==> config.mk <==
export PLATFORM = sky130hd
export DESIGN_NAME = fpu_addsub_arbiter
export DESIGN_NICKNAME = d
export VERILOG_FILES = /design/src/rtl/fpu_addsub_arbiter.sv
export SDC_FILE = /design/constraint.sdc
export NUM_CORES = 1
export LEC_CHECK = 0
export CORE_UTILIZATION = 30
export CTS_CLUSTER_DIAMETER = 60
export DETAILED_ROUTE_END_ITERATION = 7
export DONT_BUFFER_PORTS = 1
export GPL_ROUTABILITY_DRIVEN = 0
export PLACE_DENSITY_LB_ADDON = 0.12
export SYNTH_ARGS = -nofsm -noshare
export SYNTH_HDL_FRONTEND = slang
export SYNTH_SLANG_ARGS = --single-unit
export TNS_END_PERCENT = 100
==> constraint.sdc <==
create_clock -name clk -period 2.62 [get_ports clk]
set_input_delay 0.524 -clock clk [delete_from_list [all_inputs] [get_ports clk]]
set_output_delay 0.524 -clock clk [all_outputs]
set_load 0.02 [all_outputs]
==> src/rtl/fpu_addsub_arbiter.sv <==
// Round-robin arbiter/sequencer sharing one FPU add/subtract unit between two requesters.
// Drives the FPU beg/ack handshake and aborts a hung operation after TIMEOUT cycles.
module fpu_addsub_arbiter #(
  parameter int unsigned W       = 32,
  parameter int unsigned TIMEOUT = 255
) (
  input  logic         clk,
  input  logic         rst,
  input  logic         req_0,
  input  logic         req_1,
  input  logic [W-1:0] data_x_0,
  input  logic [W-1:0] data_y_0,
  input  logic [W-1:0] data_x_1,
  input  logic [W-1:0] data_y_1,
  input  logic         add_subt_0,
  input  logic         add_subt_1,
  input  logic [1:0]   r_mode_0,
  input  logic [1:0]   r_mode_1,
  output logic         gnt_0,
  output logic         gnt_1,
  output logic         done_0,
  output logic         done_1,
  output logic [W-1:0] result,
  output logic         overflow,
  output logic         underflow,
  output logic         timeout_err,
  output logic         busy,
  output logic         fpu_beg,
  output logic         fpu_ack,
  output logic [W-1:0] fpu_data_x,
  output logic [W-1:0] fpu_data_y,
  output logic         fpu_add_subt,
  output logic [1:0]   fpu_r_mode,
  input  logic         fpu_ready,
  input  logic         fpu_overflow,
  input  logic         fpu_underflow,
  input  logic [W-1:0] fpu_result
);

  localparam int unsigned CntW = $clog2(TIMEOUT + 1);

  typedef enum logic [2:0] {
    StIdle,
    StLoad,
    StStart,
    StWait,
    StAck
  } state_e;

  state_e          state_q, state_d;
  logic            last_gnt_q, last_gnt_d;
  logic [CntW-1:0] cnt_q, cnt_d;
  logic            done_q, done_d;
  logic            grant;
  logic            grant_port;
  logic            cap_res;
  logic            cap_tmo;

  always_comb begin
    state_d    = state_q;
    last_gnt_d = last_gnt_q;
    cnt_d      = cnt_q;
    done_d     = 1'b0;
    grant      = 1'b0;
    grant_port = 1'b0;
    cap_res    = 1'b0;
    cap_tmo    = 1'b0;
    unique case (state_q)
      StIdle: begin
        if (req_0 || req_1) begin
          grant      = 1'b1;
          // On a tie the port that was not served last wins.
          grant_port = (req_0 && req_1) ? ~last_gnt_q : req_1;
          last_gnt_d = grant_port;
          state_d    = StLoad;
        end
      end
      StLoad: begin
        state_d = StStart;
      end
      StStart: begin
        cnt_d   = '0;
        state_d = StWait;
      end
      StWait: begin
        cnt_d = cnt_q + 1'b1;
        if (fpu_ready) begin
          cap_res = 1'b1;
          done_d  = 1'b1;
          state_d = StAck;
        end else if (cnt_q == CntW'(TIMEOUT - 1)) begin
          cap_tmo = 1'b1;
          done_d  = 1'b1;
          state_d = StAck;
        end
      end
      StAck: begin
        // An aborted operation does not wait for the FPU to release ready.
        if (timeout_err || !fpu_ready) begin
          state_d = StIdle;
        end
      end
      default: begin
        state_d = StIdle;
      end
    endcase
  end

  always_ff @(posedge clk or negedge rst) begin
    if (!rst) begin
      state_q    <= StIdle;
      last_gnt_q <= 1'b1;
      cnt_q      <= '0;
      done_q     <= 1'b0;
    end else begin
      state_q    <= state_d;
      last_gnt_q <= last_gnt_d;
      cnt_q      <= cnt_d;
      done_q     <= done_d;
    end
  end

  always_ff @(posedge clk or negedge rst) begin
    if (!rst) begin
      fpu_data_x   <= '0;
      fpu_data_y   <= '0;
      fpu_add_subt <= 1'b0;
      fpu_r_mode   <= 2'b00;
      result       <= '0;
      overflow     <= 1'b0;
      underflow    <= 1'b0;
      timeout_err  <= 1'b0;
    end else begin
      if (grant) begin
        fpu_data_x   <= grant_port ? data_x_1   : data_x_0;
        fpu_data_y   <= grant_port ? data_y_1   : data_y_0;
        fpu_add_subt <= grant_port ? add_subt_1 : add_subt_0;
        fpu_r_mode   <= grant_port ? r_mode_1   : r_mode_0;
      end
      if (cap_res) begin
        result      <= fpu_result;
        overflow    <= fpu_overflow;
        underflow   <= fpu_underflow;
        timeout_err <= 1'b0;
      end else if (cap_tmo) begin
        result      <= '0;
        overflow    <= 1'b0;
        underflow   <= 1'b0;
        timeout_err <= 1'b1;
      end
    end
  end

  // last_gnt_q doubles as the owner of the operation in flight.
  assign gnt_0   = (state_q == StLoad) && !last_gnt_q;
  assign gnt_1   = (state_q == StLoad) && last_gnt_q;
  assign done_0  = done_q && !last_gnt_q;
  assign done_1  = done_q && last_gnt_q;
  assign fpu_beg = (state_q == StStart);
  assign fpu_ack = (state_q == StAck);
  assign busy    = (state_q != StIdle);

endmodule

==> metrics.md <==
| Metric | Value |
|---|---|
| Status | finished, violations left |
| Failing checks | DRC, hold timing |
| Pin count of the biggest net entering global routing | 116 |
| Setup violators final | 0 |
| Buffers on Ports | 0 |
| Critical path data arrival time | 1.52 ns |
| Slew @ Worst Pin | 0.481 ns |
| Synthesized area | 5570 sq um |
| P_leak | 2.76 nW |
| Nets | 619 |
| Commonest non-fill, non-tap cells in the layout | dfrtp_1, mux2_2, inv_1, o21ai_0, a22oi_1 |
| Max Freq | 490 MHz |
| H-tree lvl count | 4 |
| Clock-pin slew on the worst setup and hold paths | 0.06 ns |
| Post-synth EDFFs | 0 |
| Pre-antenna DRT Iters | 6 |
| Fillers | 1744 |
| Post-DRT Antenna Nets | 0 |
| Vias in the first global route | 3695 |
| Crit path launch type | register |
| First-pass GRT wire length | 19500 um |
| Num ports | 282 |
| Max Transition Viols Final | 0 |
| Worst-Skew Late Latency | 0.41 ns |
| FP Rows | 49 |
| Pwr per Cell Area | 1390 nW/um^2 |
| Wire per inst | 17.4 um |
| Syn Nets | 619 |
| Die W | 138 um |
| Initial Util | 30.8% |
| Fin. Hold Viols | 114 |
| Clk_skew | 0.00605 ns |
| Vias/cell | 5.04 |
| Number of max-cap violations | 0 |
| DP HPWL | 8270 um |
| Worst Setup End Kind | output port |
| Largest vdd supply drop | 0.436 mV |
| Final Critical Period | 2.04 ns |
| Critical setup path kind | register to output port |
| Global route total overflow | 0 |
| Sequential share of the synthesized area | 51.7% |
| Post-CTS setup buffers | 0 |
| Die ar. | 19100 sq um |
| Worst min-delay path class | primary input to asynchronous set/reset pin |
| Fin Setup TNS | 0 ns |
| Multi-input logic area | 2380 sq um |
| Wirelength, routed | 12000 um |
| Total number of vias | 3466 |
| WHS | -0.193 ns |
| Core area | 18100 sq um |
| Clk sinks | 115 |
| Syn Inst Count | 444 |
| Die Ht | 138 um |
| RSZ-0062 raised after global routing | false |
| Initial antenna violation count | 2 |
| Post-Syn Area per Cell | 12.5 sq um |
| DR iter-0 viols | 155 |
| Crit path max fanout | 16 |
| Cts bufs inserted | 17 |
| Asr flop ratio synth | 100% |
| Yosys warns | 0 |
| Most frequently used flop master after synthesis | dfrtp_1 |
| Total GRT Usage | 13.1% |
| Clock buffer depth | 2 |
| WP data required | 2.10 ns |
| Register area | 2880 sq um |
| Clk Tree Root Cell | clkbuf_16 |
| Drt drc | 50 |
| Area delta synth->final | 15.7% |
| Slew headroom | 67.9% |
| Commonest non-fill, non-tap cell in the layout | dfrtp_1 |
| Post-route clock period utilization | 77.9% |
| Seq cells post-synth | 115 |
| Layout cell share with drive strength beyond 1 | 33.3% |
| CTS tree | built |
| Distinct cells, synth | 40 |
| Post-cts sizing count | 0 |
## synthesized netlist by cell type (5+ instances only)
master,count,area share [%]
dfrtp_1,114,51
mux2_2,107,22
inv_1,37,2.5
o21ai_0,37,3.3
a22oi_1,34,4.6
mux2_1,30,6.1
buf_2,12,1.1
buf_6,7,1.4
nand2_1,7,0.47
clkbuf_1,6,0.40
nand3_1,5,0.45
## flip-flops by register name (all words and copies together) (netlist names)
| signal | flops |
|---|---|
| underflow | 1 |
| state_q | 3 |
| fpu_r_mode | 2 |
| timeout_err | 1 |
| overflow | 1 |
| result | 32 |
| done_q | 1 |
| fpu_data_x | 32 |
| cnt_q | 8 |
| last_gnt_q | 1 |
| fpu_add_subt | 1 |
| fpu_data_y | 32 |
## routing by layer
layer  vias up  share of wire, %  GRT usage [%]
met5         -                 0              0
met4         0              0.96           5.44
met3         8               8.2           5.65
met2       168                51           22.3
met1      1684                40           14.3
li1       1606                 -              -
## final timing paths
check,startpoint,to,slack [ns],depth (start not counted)
min,rst,result[18]$_DFFE_PN0P_,-0.19,0
min reg2reg,cnt_q[1]$_DFFE_PN0P_,cnt_q[1]$_DFFE_PN0P_,0.54,2
max,state_q[1]$_DFFE_PN0P_,gnt_0,0.58,2
max reg2reg,state_q[1]$_DFFE_PN0P_,fpu_data_x[0]$_DFFE_PN0P_,0.59,4
max in group asynchronous,rst,fpu_data_y[24]$_DFFE_PN0P_,2.52,0
min in group clk,req_0,last_gnt_q$_DFFE_PN1P_,0.18,1
## layout make-up
cell class	count	area share, %
Antenna cell	2	0.0776
Clock buffer	23	7.41
Clock inverter	9	2.72
Inverter	37	2.15
Multi-Input combinational cell	262	36.9
Sequential cell	115	44.7
Tap cell	229	4.44
Timing Repair Buffer	11	1.67
## worst max-delay path, stage by stage (launching register included)
cell     delay [ns]
dfrtp_1        0.55
nor4b_1        0.36
buf_4          0.20
## report_power, final
group,internal [mW],switching [mW],leakage (nW)
logic,1.22,0.947,1.12
clock network,1.76,0.798,0.313
registers,2.60,1.63,1.33
total,5.59,3.38,2.76
## stage by stage
| stage | setup slack, ns | power, mW | std cells | utilization (%) | area [sq um] |
|---|---|---|---|---|---|
| after floorplan | 0.586 | 5.95 | 444 | - | 5570 |
| after global routing | 0.426 | 9.53 | 688 | 35.6 | 6450 |
| after CTS | 0.550 | 9.11 | 686 | 35.6 | 6440 |
| after global placement | 0.638 | 6.42 | 654 | 32.0 | 5790 |
| after detailed placement | 0.603 | 6.49 | 654 | 32.0 | 5790 |
| final | 0.579 | 8.96 | 688 | 35.6 | 6450 |
## kinds of logic after synthesis
| family | synth area share (%) |
|---|---|
| AOI/OAI and AO/OA | 9.95 |
| adders and majority gates | 0.449 |
| buffers and inverters | 5.80 |
| DFF | 51.7 |
| muxes | 27.9 |
| and+or+nand+nor | 4.25 |
No activity file was read; power rests on OpenSTA's default activity.
